===== config.mk =====
export PLATFORM = sky130hd
export DESIGN_NAME = alu_cmd_seq
export DESIGN_NICKNAME = d
export VERILOG_FILES = /design/src/rtl/alu_cmd_seq.sv
export SDC_FILE = /design/constraint.sdc
export NUM_CORES = 1
export LEC_CHECK = 0
export CORE_ASPECT_RATIO = 0.5
export CORE_MARGIN = 3
export CORE_UTILIZATION = 57
export CTS_BUF_LIST = sky130_fd_sc_hd__clkbuf_16
export DETAILED_ROUTE_END_ITERATION = 7
export GPL_ROUTABILITY_DRIVEN = 0
export GPL_TIMING_DRIVEN = 0
export HOLD_SLACK_MARGIN = 0.1
export PLACE_DENSITY = 0.88
export SETUP_SLACK_MARGIN = 0.3
export SYNTH_ARGS = -nofsm -noshare
export SYNTH_HDL_FRONTEND = slang
export SYNTH_SLANG_ARGS = --single-unit
export TNS_END_PERCENT = 5

===== constraint.sdc =====
create_clock -name clk -period 6.93 [get_ports clk]
set_clock_uncertainty 0.2 [all_clocks]
set_input_delay 1.386 -clock clk [delete_from_list [all_inputs] [get_ports clk]]
set_output_delay 1.386 -clock clk [all_outputs]
set_load 0.03 [all_outputs]

===== src/rtl/alu_cmd_seq.sv =====
`timescale 1ns/1ps
// Command sequencer feeding a combinational alu: command FIFO -> registered
// operand stage -> response register. Optional accumulator: ALU_CMD_SEQ_ACC_EN.
module alu_cmd_seq #(
  parameter int DATA_LEN = 4,
  parameter int DEPTH    = 4
) (
  input  logic                clk,
  input  logic                rst_n,
  input  logic                cmd_valid,
  output logic                cmd_ready,
  input  logic [DATA_LEN-1:0] cmd_a,
  input  logic [DATA_LEN-1:0] cmd_b,
  input  logic [2:0]          cmd_func,
  input  logic                cmd_acc,
  output logic [DATA_LEN-1:0] alu_a,
  output logic [DATA_LEN-1:0] alu_b,
  output logic [2:0]          alu_func,
  input  logic [DATA_LEN-1:0] alu_result,
  output logic                rsp_valid,
  input  logic                rsp_ready,
  output logic [DATA_LEN-1:0] rsp_result,
  output logic [2:0]          rsp_func
);
  localparam int AW = (DEPTH > 1) ? $clog2(DEPTH) : 1;
  localparam int CW = AW + 1;

  typedef struct packed {
    logic [DATA_LEN-1:0] a;
    logic [DATA_LEN-1:0] b;
    logic [2:0]          func;
`ifdef ALU_CMD_SEQ_ACC_EN
    logic                acc;
`endif
  } cmd_t;

  typedef enum logic [1:0] {IDLE, BUSY, STALL} op_state_e;

  cmd_t          mem [DEPTH];
  cmd_t          head;
  cmd_t          wr_ent;
  logic [AW-1:0] wr_ptr, rd_ptr;
  logic [CW-1:0] count;
  logic          op_valid;
  op_state_e     op_state;
  logic          push, empty, op_load, rsp_load;
  logic [DATA_LEN-1:0] next_a;

  assign cmd_ready = (count != CW'(DEPTH));
  assign empty     = (count == '0);
  assign push      = cmd_valid && cmd_ready;
  assign head      = mem[rd_ptr];

  // State is a view of the registered flags, not a separate register.
  always_comb begin
    op_state = BUSY;
    if (!op_valid)                    op_state = IDLE;
    else if (rsp_valid && !rsp_ready) op_state = STALL;
  end

  assign rsp_load = op_valid && (!rsp_valid || rsp_ready);
  assign op_load  = !empty && (op_state != STALL);

  always_comb begin
    wr_ent      = '0;
    wr_ent.a    = cmd_a;
    wr_ent.b    = cmd_b;
    wr_ent.func = cmd_func;
`ifdef ALU_CMD_SEQ_ACC_EN
    wr_ent.acc  = cmd_acc;
`endif
  end

  always_ff @(posedge clk) begin
    if (push) mem[wr_ptr] <= wr_ent;
  end

  always_ff @(posedge clk or negedge rst_n) begin
    if (!rst_n) begin
      wr_ptr <= '0;
      rd_ptr <= '0;
      count  <= '0;
    end else begin
      if (push)    wr_ptr <= wr_ptr + AW'(1);
      if (op_load) rd_ptr <= rd_ptr + AW'(1);
      case ({push, op_load})
        2'b10:   count <= count + CW'(1);
        2'b01:   count <= count - CW'(1);
        default: count <= count;
      endcase
    end
  end

`ifdef ALU_CMD_SEQ_ACC_EN
  logic [DATA_LEN-1:0] acc;

  always_ff @(posedge clk or negedge rst_n) begin
    if (!rst_n)        acc <= '0;
    else if (rsp_load) acc <= alu_result;
  end

  // A result captured on this same edge has not reached acc yet; forward it.
  always_comb begin
    next_a = head.a;
    if (head.acc) next_a = rsp_load ? alu_result : acc;
  end
`else
  logic unused_cmd_acc;
  assign unused_cmd_acc = cmd_acc;
  assign next_a = head.a;
`endif

  always_ff @(posedge clk or negedge rst_n) begin
    if (!rst_n) begin
      op_valid <= 1'b0;
      alu_a    <= '0;
      alu_b    <= '0;
      alu_func <= '0;
    end else begin
      case (op_state)
        IDLE, BUSY: begin
          if (op_load) begin
            op_valid <= 1'b1;
            alu_a    <= next_a;
            alu_b    <= head.b;
            alu_func <= head.func;
          end else if (rsp_load) begin
            op_valid <= 1'b0;
          end
        end
        default: ;
      endcase
    end
  end

  always_ff @(posedge clk or negedge rst_n) begin
    if (!rst_n) begin
      rsp_valid  <= 1'b0;
      rsp_result <= '0;
      rsp_func   <= '0;
    end else if (rsp_load) begin
      rsp_valid  <= 1'b1;
      rsp_result <= alu_result;
      rsp_func   <= alu_func;
    end else if (rsp_ready) begin
      rsp_valid  <= 1'b0;
    end
  end
endmodule


=== After elaboration in Yosys (flattened, before gate mapping) ===
Memories as Yosys holds them, arrays and structs flattened. A register that Yosys moved wholly into a read port is not among the register bits.
Index checks and enable logic that the tools add are counted.

* Register bits: 16
* RAM bits: 44
* Input port bits: 20
* Output and inout bits: 20
* Word-level logic and storage cells: 43
* Memories: 1

{| class="wikitable"
|+ Memories
! name !! words !! bits a word !! rd ports !! clocked after Yosys merged registers in !! wr ports !! RTL line !! source
|-
| mem || 4 || 11 || 1 || 1 || 1 || 39 || <nowiki>cmd_t mem [DEPTH];</nowiki>
|}

* $add $sub $neg: 4
* Equality and inequality tests: 5
* Muxes and demuxes: 9
* Reduce and logical (&&, ||, !) cells: 17

{| class="wikitable"
|+ Operators with widths
! operator !! count
|-
| 1-bit 2-to-1 mux || 6
|-
| 3-bit one-hot mux with 2 select lines || 1
|-
| 2-bit nonzero test || 3
|-
| 2-bit by 1-bit adder with 2-bit output (second input constant) || 2
|-
| 2-bit by 1-bit equality test with 1-bit output (second input constant) || 2
|-
| 1-bit logical AND || 4
|-
| 1-bit zero test || 4
|-
| 2-bit 2-to-1 mux || 2
|-
| 2-bit AND reduction || 2
|-
| 3-bit by 1-bit adder with 3-bit output (second input constant) || 1
|-
| 3-bit zero test || 1
|-
| 3-bit inequality test (second input constant) || 1
|-
| 3-bit by 1-bit subtractor with 3-bit output (second input constant) || 1
|-
| 2-bit equality test (second input constant) || 1
|-
| 2-bit zero test || 1
|-
| 2-bit inequality test (second input constant) || 1
|-
| 2-bit OR reduction || 1
|-
| 1-bit logical OR || 1
|}

=== Logic depth before layout (Yosys ltp) ===
Gate-level depths: netlist of run 1.

* Word-level depth: 8
* Mapped depth: 9

=== Least setup slack after synthesis of run 1 ===
No wires, ideal clock.

* Path kind: input port to flip-flop
* Start point: input rsp_ready
* End point: register count[2]
* Library setup time: 0.125 ns
* Arrival: 2.869 ns
* Required time: 6.605 ns
* Slack: 3.736 ns
* Stages on the path: 9
* Path buffers: 2
* Path through: nand3b_1 -> and2_4 -> buf_6 -> buf_12 -> ha_1 -> fa_1 -> xnor2_1 -> nor2_1 -> xor2_1

* Cells in the longest elaborated chain, start to end: 8
* Elaborated cells between the ends (all ways): 10

{| class="wikitable"
|+ RTL lines
! element !! RTL line !! source
|-
| start, declared || 21 || <nowiki>input logic rsp_ready,</nowiki>
|-
| 1-bit zero test (*) || 58 || <nowiki>else if (rsp_valid && !rsp_ready) op_state = STALL;</nowiki>
|-
| 1-bit logical AND (*) || 58 ||
|-
| 2-bit 2-to-1 mux (*) || 58 ||
|-
| 2-bit 2-to-1 mux (*) || 57 || <nowiki>if (!op_valid) op_state = IDLE;</nowiki>
|-
| 2-bit inequality test (*) || 62 || <nowiki>assign op_load = !empty && (op_state != STALL);</nowiki>
|-
| 1-bit logical AND (*) || 62 ||
|-
| via op_load || 46 || <nowiki>logic push, empty, op_load, rsp_load;</nowiki>
|-
| 2-bit by 1-bit equality test with 1-bit output or 2-bit equality test (tied branches) || 86 || <nowiki>case ({push, op_load})</nowiki>
|-
| 3-bit one-hot mux with 2 select lines or 2-bit nonzero test (tied branches) || - ||
|-
| end signal, assigned || 87 || <nowiki>2'b10: count <= count + CW'(1);</nowiki>
|-
| end signal, assigned || 88 || <nowiki>2'b01: count <= count - CW'(1);</nowiki>
|-
| end signal, assigned || 89 || <nowiki>default: count <= count;</nowiki>
|-
| end, declared || 43 || <nowiki>logic [CW-1:0] count;</nowiki>
|}

Mark *: on every way through the listed nets, which the timed path passes. The rest lies on a longest branch.
A chain may end at the register's enable or synchronous reset.

=== Final worst setup path of run 1 ===
Ends and elaborated chain as after synthesis.

==> results.yml, run 1 <==
status:
  status: "finished clean"
final_layout:
  drive_above_1_share_pct: 25.3
  final_cell_mix: "edfxtp_1 (44), clkdlybuf4s50_1 (37), dfrtp_1 (27)"
  area_growth_pct: 26.4
  design_area_um2: 3520
  layoutNonFillerInstCount: 256
  finalNetCount: 211
  antenna_cells: 0
  multiInputGateArea_um2: 737
  layout_commonest_cell: "edfxtp_1"
  area.sequential_um2: 2000
  nFillCells: 260
synth:
  ys_ff_latch: 71
  synth.cell_area_um2: 2790
  synth_nets: 162
  synthCells: 136
  yosys_warnings: 0
  avgSynthCellArea_um2: 20.5
  seq_area_frac_synth_pct: 71.6
  netlist-cell-type-count: 24
clocking:
  h-tree-depth: 3
  cts_root_buf: "clkbuf_16"
  ctsHoldBuffers: 0
  ctsResizeCount: 0
  clkTransAtPathRegs_ns: 0.05
  tritoncts: "done"
  clock_path_buffers: 2
  cts_setup_buffers: 0
  cts_buffers: 9
  cts.sinks: 71
  clkLatencyLatePin_ns: 0.33
global_routing:
  grt_max_degree: 28
  grt.overflow.total: 0
  gr-usage-all-layers_pct: 19.7
  grt_pass1_wl_um: 8110
  first_global_vias: 1519
  antenna_found_initial: 0
critical_path:
  worstSetupStartpointType: "primary input"
  worst_setup_path_end_kind: "flip-flop"
  crit_required_ns: 6.98
  slowest_delay_ns: 0.43
  crit_fanout: 10
  slowest_stage: "clkdlybuf4s50_1"
  path_cells: "clkdlybuf4s50_1 -> nand3b_1 -> and2_4 -> buf_6 -> buf_12 -> ha_1 -> fa_1 -> xnor2_1 -> nor2_1 -> xor2_1"
  critical_path_class: "primary input to flip-flop"
  cp_data_arrival_time_ns: 3.55
detailed_routing:
  wl_um: 4990
  vias: 1413
  post_drt_via_cell_ratio: 5.52
  drt-initial-drc-count: 70
  drt_pass1_iterations: 4
  route.detailed.drc: 0
  routedWlPerCell_um: 19.5
  ant_nets: 0
die:
  rows: 17
  dieArea_um2: 5820
  coreArea_um2: 4550
  io_pins: 40
  die_y_um: 55.5
  die-width_um: 105
  initial_utilization_pct: 61.2
power_and_ir_drop:
  p_leak_nw: 1.34
  power.density_nw_per_um2: 484
  peakVddDrop_mv: 0.250
sta:
  grt_setup_unrepaired: "false"
  post-route-min-period_ns: 3.50
  setup_violations: 0
  setup_tns_ns: 0
  relSlewSlack_pct: 58.5
  fin_ws_ns: 3.43
  worstMarginPinSlew_ns: 0.622
  min_period_over_period_pct: 50.5
  hold_violations: 0
  drv_slew: 0
  max_freq_mhz: 286
min_path:
  hp-class: "flip-flop to flip-flop"
run:
  cap_violations: 0
placed_design:
  io_buffer_count: 38
  place_inst: 240
  place_area_um2: 3250
  dp_slack_ns: 3.12
  dp_hpwl_um: 3350
==> area by class of cell <==
class,instances,share of cell area (%)
flip-flops and latches,71,56.7
multi-input cells,58,20.9
repair buffers,38,10.6
clock buffers,9,6.39
well taps,66,2.34
clock inverters,7,1.53
plain buffers,4,1.21
inverters,3,0.319
==> through the flow <==
stage	total power, mW	hold slack, ns	util, %
global route	1.78	0.324	77.4
detailed placement	1.29	0.289	71.4
finish	1.71	0.302	77.4
CTS	1.72	0.301	77.5
floorplan	1.08	0.255	-
global placement	1.25	0.266	71.4
==> worst paths after layout <==
path                       slack, ns               startpoint  depth (start not counted)                      end
max                             3.43                rsp_ready                         10     count[2]$_DFFE_PN0P_
min                             0.30  rsp_func[0]$_DFFE_PN0P_                          1  rsp_func[0]$_DFFE_PN0P_
max reg2reg                     4.31     count[1]$_DFFE_PN0P_                          9     count[2]$_DFFE_PN0P_
min reg2reg                     0.30  rsp_func[0]$_DFFE_PN0P_                          1  rsp_func[0]$_DFFE_PN0P_
max in group asynchronous       5.25                    rst_n                          1    wr_ptr[0]$_DFFE_PN0P_
min in group asynchronous       0.87                    rst_n                          1  alu_func[0]$_DFFE_PN0P_
==> where the power goes <==
part / internal, mW / switching (mW)
Clock: 0.271 / 0.154
Combinational: 0.320 / 0.301
Sequential: 0.587 / 0.0736
Total: 1.18 / 0.529
==> metal layers <==
metal  part of all wire [%]  track usage (%)
met1                     41             23.9
met4                    2.6             8.79
met3                    6.9             8.87
met2                     50             30.6
met5                      0                0
==> sequential cells by signal (all words and copies together), names as in the netlist <==
signal      count
mem            44
alu_a           4
alu_b           4
rsp_result      4
alu_func        3
count           3
rsp_func        3
rd_ptr          2
wr_ptr          2
op_valid        1
rsp_valid       1
==> cell families (layout without fill, tap and decap cells) <==
kind of cell  count (synthesis)  in the layout  share of synthesized area [%]
buf+inv                       7             61                           1.93
simple gates                 15             15                           3.55
fa+ha+maj                     6              6                           2.96
flops                        71             71                           71.6
mux                          31             31                           18.0
xor+xnor                      6              6                           1.89
==> cells in the mapped netlist <==
cell type  number  area share (%)
and3_1          4            0.90
buf_6           1            0.40
inv_1           3            0.40
nand3b_1        1            0.27
and2_1          1            0.22
fa_1            1            0.72
edfxtp_1       44              47
xnor2_1         4             1.3
buf_4           1            0.27
or3_4           1            0.40
xor2_1          2            0.63
mux2_2         12             4.8
ha_1            5             2.2
nand2b_1        3            0.67
and2_4          1            0.31
nand3_1         1            0.18
buf_1           1            0.13
mux4_2         11             8.9
dfrtp_1        27              24
or3b_1          1            0.31
nor2_1          1            0.13
nand2_1         1            0.13
buf_12          1            0.72
mux2_4          8             4.3
==> critical path: cells and delay by family <==
kind / cells / cell delay (ns)
buffers and inverters: 3 / 0.70
adders and majority gates: 2 / 0.61
and+or+nand+nor: 3 / 0.54
xor gates and xnor gates: 2 / 0.31
No activity file was read; power rests on OpenSTA's default activity.
==> inputs of run 2 (changes only) <==
CORE_UTILIZATION = 53   (was 57)
PLACE_DENSITY = 0.83   (was 0.88)
clock period = 3.59 ns   (was 6.93 ns; I/O delays follow)
==> run 2 against run 1 <==
Compared with the run above:
- sequential share of layout area decreased by 0.54 points
- die area rose by 6.9%
- power increased by 98%
- cell count did not move
- final area grew 0.96%
- routed wire length decreased by 2.1%
- flip-flop and latch count did not move
- combinational power increased by 93%
- sequential power increased by 92%
- clock power up 110%
- global-route usage shrank 1.6 points
- critical endpoint unchanged
- highest routed layer unchanged
==> results.yml, run 2 (synthesis results as in run 1) <==
critical_path:
  worstSetupPathDepth: 10
  cp_data_arrival_time_ns: 2.76
  path_cells: "clkdlybuf4s50_1 -> nand3b_1 -> and2_4 -> buf_6 -> buf_12 -> ha_1 -> fa_1 -> xnor2_1 -> nor2_1 -> xor2_1"
  worst-r2r-setup-slack_ns: 0.98
  crit_fanout: 10
  worstSetupStartpointType: "primary input"
  r2r.worst_path.cells: 9
  reg2reg_to: "count[2]$_DFFE_PN0P_"
  critical_path_class: "primary input to flip-flop"
  slowest_delay_ns: 0.41
  crit_family: "buffers and inverters"
  slowest_stage: "clkdlybuf4s50_1"
  worst_setup_path_end_kind: "flip-flop"
  crit_required_ns: 3.60
  timing.rr.start: "count[0]$_DFFE_PN0P_"
  critPathBufInv: 3
placed_design:
  dp_hpwl_um: 2860
  io_buffer_count: 38
  place_inst: 240
detailed_routing:
  post_drt_via_cell_ratio: 5.40
  ant_nets: 0
  route.detailed.drc: 0
  wl_um: 4880
  routedWlPerCell_um: 19.1
  vias: 1382
  drt-initial-drc-count: 44
  drt_pass1_iterations: 4
clocking:
  cts_buffers: 9
  clock_path_buffers: 2
  h-tree-depth: 3
  clkTransAtPathRegs_ns: 0.05
  cts_setup_buffers: 0
  ctsResizeCount: 0
  cts.sinks: 71
  tritoncts: "done"
  cts_root_buf: "clkbuf_16"
  ctsHoldBuffers: 0
  clkLatencyLatePin_ns: 0.32
final_layout:
  antenna_cells: 0
  nFillCells: 285
  final_cell_mix: "edfxtp_1 (44), clkdlybuf4s50_1 (37), dfrtp_1 (27)"
  layoutNonFillerInstCount: 256
  drive_above_1_share_pct: 27.4
  largest-register: "mem"
  area_growth_pct: 27.6
  largest_register_ffs: 44
  multiInputGateArea_um2: 737
  area.sequential_um2: 2000
  layout_commonest_cell: "edfxtp_1"
  finalNetCount: 211
die:
  dieArea_um2: 6220
  die-width_um: 109
  coreArea_um2: 4720
  io_pins: 40
  rows: 17
  die_y_um: 57.3
  initial_utilization_pct: 59.0
global_routing:
  grt_pass1_wl_um: 7820
  grt.overflow.total: 0
  grt_max_degree: 28
  antenna_found_initial: 0
  gr-usage-all-layers_pct: 18.0
  first_global_vias: 1482
power_and_ir_drop:
  p_leak_nw: 1.36
  peakVddDrop_mv: 0.383
  power.density_nw_per_um2: 952
sta:
  setup_violations: 0
  grt_setup_unrepaired: "false"
  hold_violations: 0
  worstMarginPinSlew_ns: 0.715
  min_period_over_period_pct: 76.7
  drv_slew: 0
  relSlewSlack_pct: 52.3
  post-route-min-period_ns: 2.75
  max_freq_mhz: 363
  setup_tns_ns: 0
run:
  cap_violations: 0
min_path:
  hp-class: "primary input to async pin"
status:
  status: "finished clean"
## run 2: worst max-delay path by stage
stage / start / endpoint / slack, ns
finish: rsp_ready / count[2]$_DFFE_PN0P_ / 0.84
global placement: rsp_ready / count[2]$_DFFE_PN0P_ / 0.57
floorplan: rsp_ready / count[2]$_DFFE_PN0P_ / 1.06
CTS: count[0]$_DFFE_PN0P_ / cmd_ready / 0.84
global route: rsp_ready / count[2]$_DFFE_PN0P_ / 0.70
detailed placement: rsp_ready / count[2]$_DFFE_PN0P_ / 0.56
## run 2: report_power, final
group | switching (mW) | internal, mW
logic | 0.582 | 0.620
clock network | 0.311 | 0.602
registers | 0.140 | 1.13
total | 1.03 | 2.35
## run 2: worst register-to-register path: stages, from the launching register on
cell,delay [ns]
dfrtp_1,0.44
or3_4,0.42
and2_4,0.17
buf_6,0.12
buf_12,0.14
ha_1,0.23
fa_1,0.40
xnor2_1,0.17
nor2_1,0.07
xor2_1,0.13
## run 2: metal layers
layer  GRT usage, %  routed length [um]  vias to the layer above  share of wire (%)
met5              0                   0                        -                  0
met4           9.35                 103                        0                2.1
met3           6.33                 279                       10                5.7
met2           29.8                2520                       51                 52
met1           21.2                1980                      700                 41
li1               -                   -                      621                  -
## run 2: metrics by stage
step	setup WS, ns	utilization, %	hold slack (ns)	cell area [um2]	power [mW]
5_1_grt	0.705	75.4	0.267	3560	3.54
3_5_place_dp	0.558	68.8	0.274	3250	2.47
6_report	0.837	75.4	0.212	3560	3.39
2_1_floorplan	1.06	-	0.222	2790	2.08
4_1_cts	0.836	75.5	0.288	3560	3.42
3_3_place_gp	0.567	68.8	0.264	3250	2.42
## run 2: cell type report
| class | count | area share [%] |
|---|---|---|
| sequential | 71 | 56.1 |
| multi-input combinational | 58 | 20.7 |
| timing repair buffer | 38 | 10.5 |
| clock buffer | 9 | 6.33 |
| clock inverter | 7 | 2.46 |
| tap | 66 | 2.32 |
| buffer | 4 | 1.20 |
| inverter | 3 | 0.316 |
==> inputs of run 3 (changes only) <==
CORE_UTILIZATION = 48   (was 53)
PLACE_DENSITY = 0.8   (was 0.83)
clock period = 2.32 ns   (was 3.59 ns; I/O delays follow)
==> run 3 against run 2 <==
Compared with the run above:
- largest power group unchanged
- critical endpoint unchanged
- via count is 1.7% higher
- global-route usage decreased by 0.74 points
- clock power rose by 52%
- utilization down 5.9 points
- non-clock buffer count increased by 8
- cell count up 4.7%
- sequential share of layout area decreased by 1.2 points
- critical path depth fell by 1
- flip-flop and latch count unchanged
- hold slack better by 0.088 ns
- the run now ends with setup timing left
==> results.yml, run 3 (synthesis results as in run 1) <==
status:
  status: "finished, violations left"
  violations: "setup timing"
power_and_ir_drop:
  p_leak_nw: 1.46
  peakVddDrop_mv: 0.745
  power.density_nw_per_um2: 1440
  totalPowerFinal_mw: 5.26
final_layout:
  nFillCells: 343
  layoutNonFillerInstCount: 268
  drive_above_1_share_pct: 34.8
  largest-register: "mem"
  layout_commonest_cell: "edfxtp_1"
  largest_register_ffs: 44
  area_growth_pct: 30.7
  design_area_um2: 3640
  finalNetCount: 219
  antenna_cells: 0
  final_cell_mix: "edfxtp_1 (44), dfrtp_1 (25), clkdlybuf4s50_1 (17)"
min_path:
  worstHoldPathCells: 1
  hp-class: "flip-flop to flip-flop"
  whs_endpoint: "rsp_valid$_DFFE_PN0P_"
  min_from: "op_valid$_DFFE_PN0P_"
placed_design:
  dp_slack_ns: -0.425
  dp_hpwl_um: 3120
  place_area_um2: 3270
  io_buffer_count: 38
  place_inst: 244
detailed_routing:
  vias: 1405
  route.detailed.drc: 0
  drt-initial-drc-count: 113
  ant_nets: 0
  post_drt_via_cell_ratio: 5.24
  drt_pass1_iterations: 4
  wl_um: 5200
  routedWlPerCell_um: 19.4
critical_path:
  r2r.worst_path.cells: 9
  crit_fanout: 4
  reg2reg_to: "count[2]$_DFFE_PN0P_"
  crit_start: "count[2]$_DFFE_PN0P_"
  worst-r2r-setup-slack_ns: -0.19
  cp_data_arrival_time_ns: 2.53
  crit_required_ns: 2.35
  worstSetupStartpointType: "flip-flop"
  critical_path_class: "flip-flop to flip-flop"
  worst_setup_path_end_kind: "flip-flop"
  timing.rr.start: "count[2]$_DFFE_PN0P_"
clocking:
  clkLatencyLatePin_ns: 0.33
  cts_root_buf: "clkbuf_16"
  cts.sinks: 71
  clock_path_buffers: 2
  clkTransAtPathRegs_ns: 0.05
  cts_buffers: 9
  tritoncts: "done"
  h-tree-depth: 3
die:
  io_pins: 40
  coreArea_um2: 5250
  die-width_um: 114
  initial_utilization_pct: 53.1
  rows: 18
  die_y_um: 59.9
  dieArea_um2: 6810
sta:
  hold_violations: 0
  post-route-min-period_ns: 2.51
  grt_setup_unrepaired: "true"
  max_freq_mhz: 399
  setup_violations: 2
  whs_ns: 0.300
  min_period_over_period_pct: 108
  relSlewSlack_pct: 58.4
  worstMarginPinSlew_ns: 0.625
  drv_slew: 0
  fin_ws_ns: -0.186
global_routing:
  gr-usage-all-layers_pct: 17.3
  grt.overflow.total: 0
  grt_pass1_wl_um: 8170
  grt_max_degree: 28
  antenna_found_initial: 0
  first_global_vias: 1499
run:
  cap_violations: 0
[run 3: cell count changes in the layout (fill, tap and decap cells not counted), moves of 2 or more]
cell / delta
clkdlybuf4s50_1: -20
dlygate4sd2_1: +13
buf_4: +8
dlymetal6s2s_1: +6
and3_1: -4
and3_2: +4
clkinv_2: -2
dfrtp_1: -2
dfrtp_2: +2
[run 3: critical path, cell delays in order (launching register included)]
cell and delay [ns]:
dfrtp_1 0.40, or3_4 0.42, and2_4 0.17, buf_6 0.12, buf_12 0.12, ha_4 0.16
fa_2 0.34, xnor2_1 0.13, nor2_1 0.13, xor2_1 0.22
[run 3: per-layer routing]
metal	global-route usage [%]	up-vias	wire length, um
met3	6.07	9	295
met1	20.5	718	2160
met5	0	-	0
met4	10.5	0	106
met2	27.9	44	2630
li1	-	634	-
[run 3: per-stage QoR]
stage / TNS, ns / util (%)
after floorplan: -0.0351 / -
after global placement: -0.710 / 62.4
after detailed placement: -0.800 / 62.4
after CTS: -0.292 / 68.3
after global routing: -0.417 / 69.4
final: -0.287 / 69.4
[run 3: worst max path at each step]
stage,to,slack (ns),cells after the start
after floorplan,count[2]$_DFFE_PN0P_,-0.03,9
after global placement,count[2]$_DFFE_PN0P_,-0.37,10
final,count[2]$_DFFE_PN0P_,-0.19,9
after detailed placement,count[2]$_DFFE_PN0P_,-0.42,10
after CTS,count[2]$_DFFE_PN0P_,-0.21,9
after global routing,count[2]$_DFFE_PN0P_,-0.26,9
[run 3: cell type report]
class	count	area, um2	area share, %
inverters	3	11.3	0.309
flip-flops and latches	71	2000	54.9
clock buffers	9	225	6.18
multi-input cells	58	762	20.9
plain buffers	4	43.8	1.20
repair buffers	46	434	11.9
clock inverters	7	80.1	2.20
well taps	70	87.6	2.40
[run 3: report_power, final]
part           switching (mW)  internal, mW  leakage, nW  total, mW
combinational           0.944         0.977        0.596       1.92
sequential              0.197          1.75        0.711       1.95
clock                   0.469         0.922        0.157       1.39
[run 3: what timing repair did]
action                                 CTS  global route
buffers inserted                         3             4
hold buffers                             0             1
endpoints found under the hold margin    0            27
pin swaps                                4             3
setup endpoints to repair               16            18
gates resized for setup                 20            14
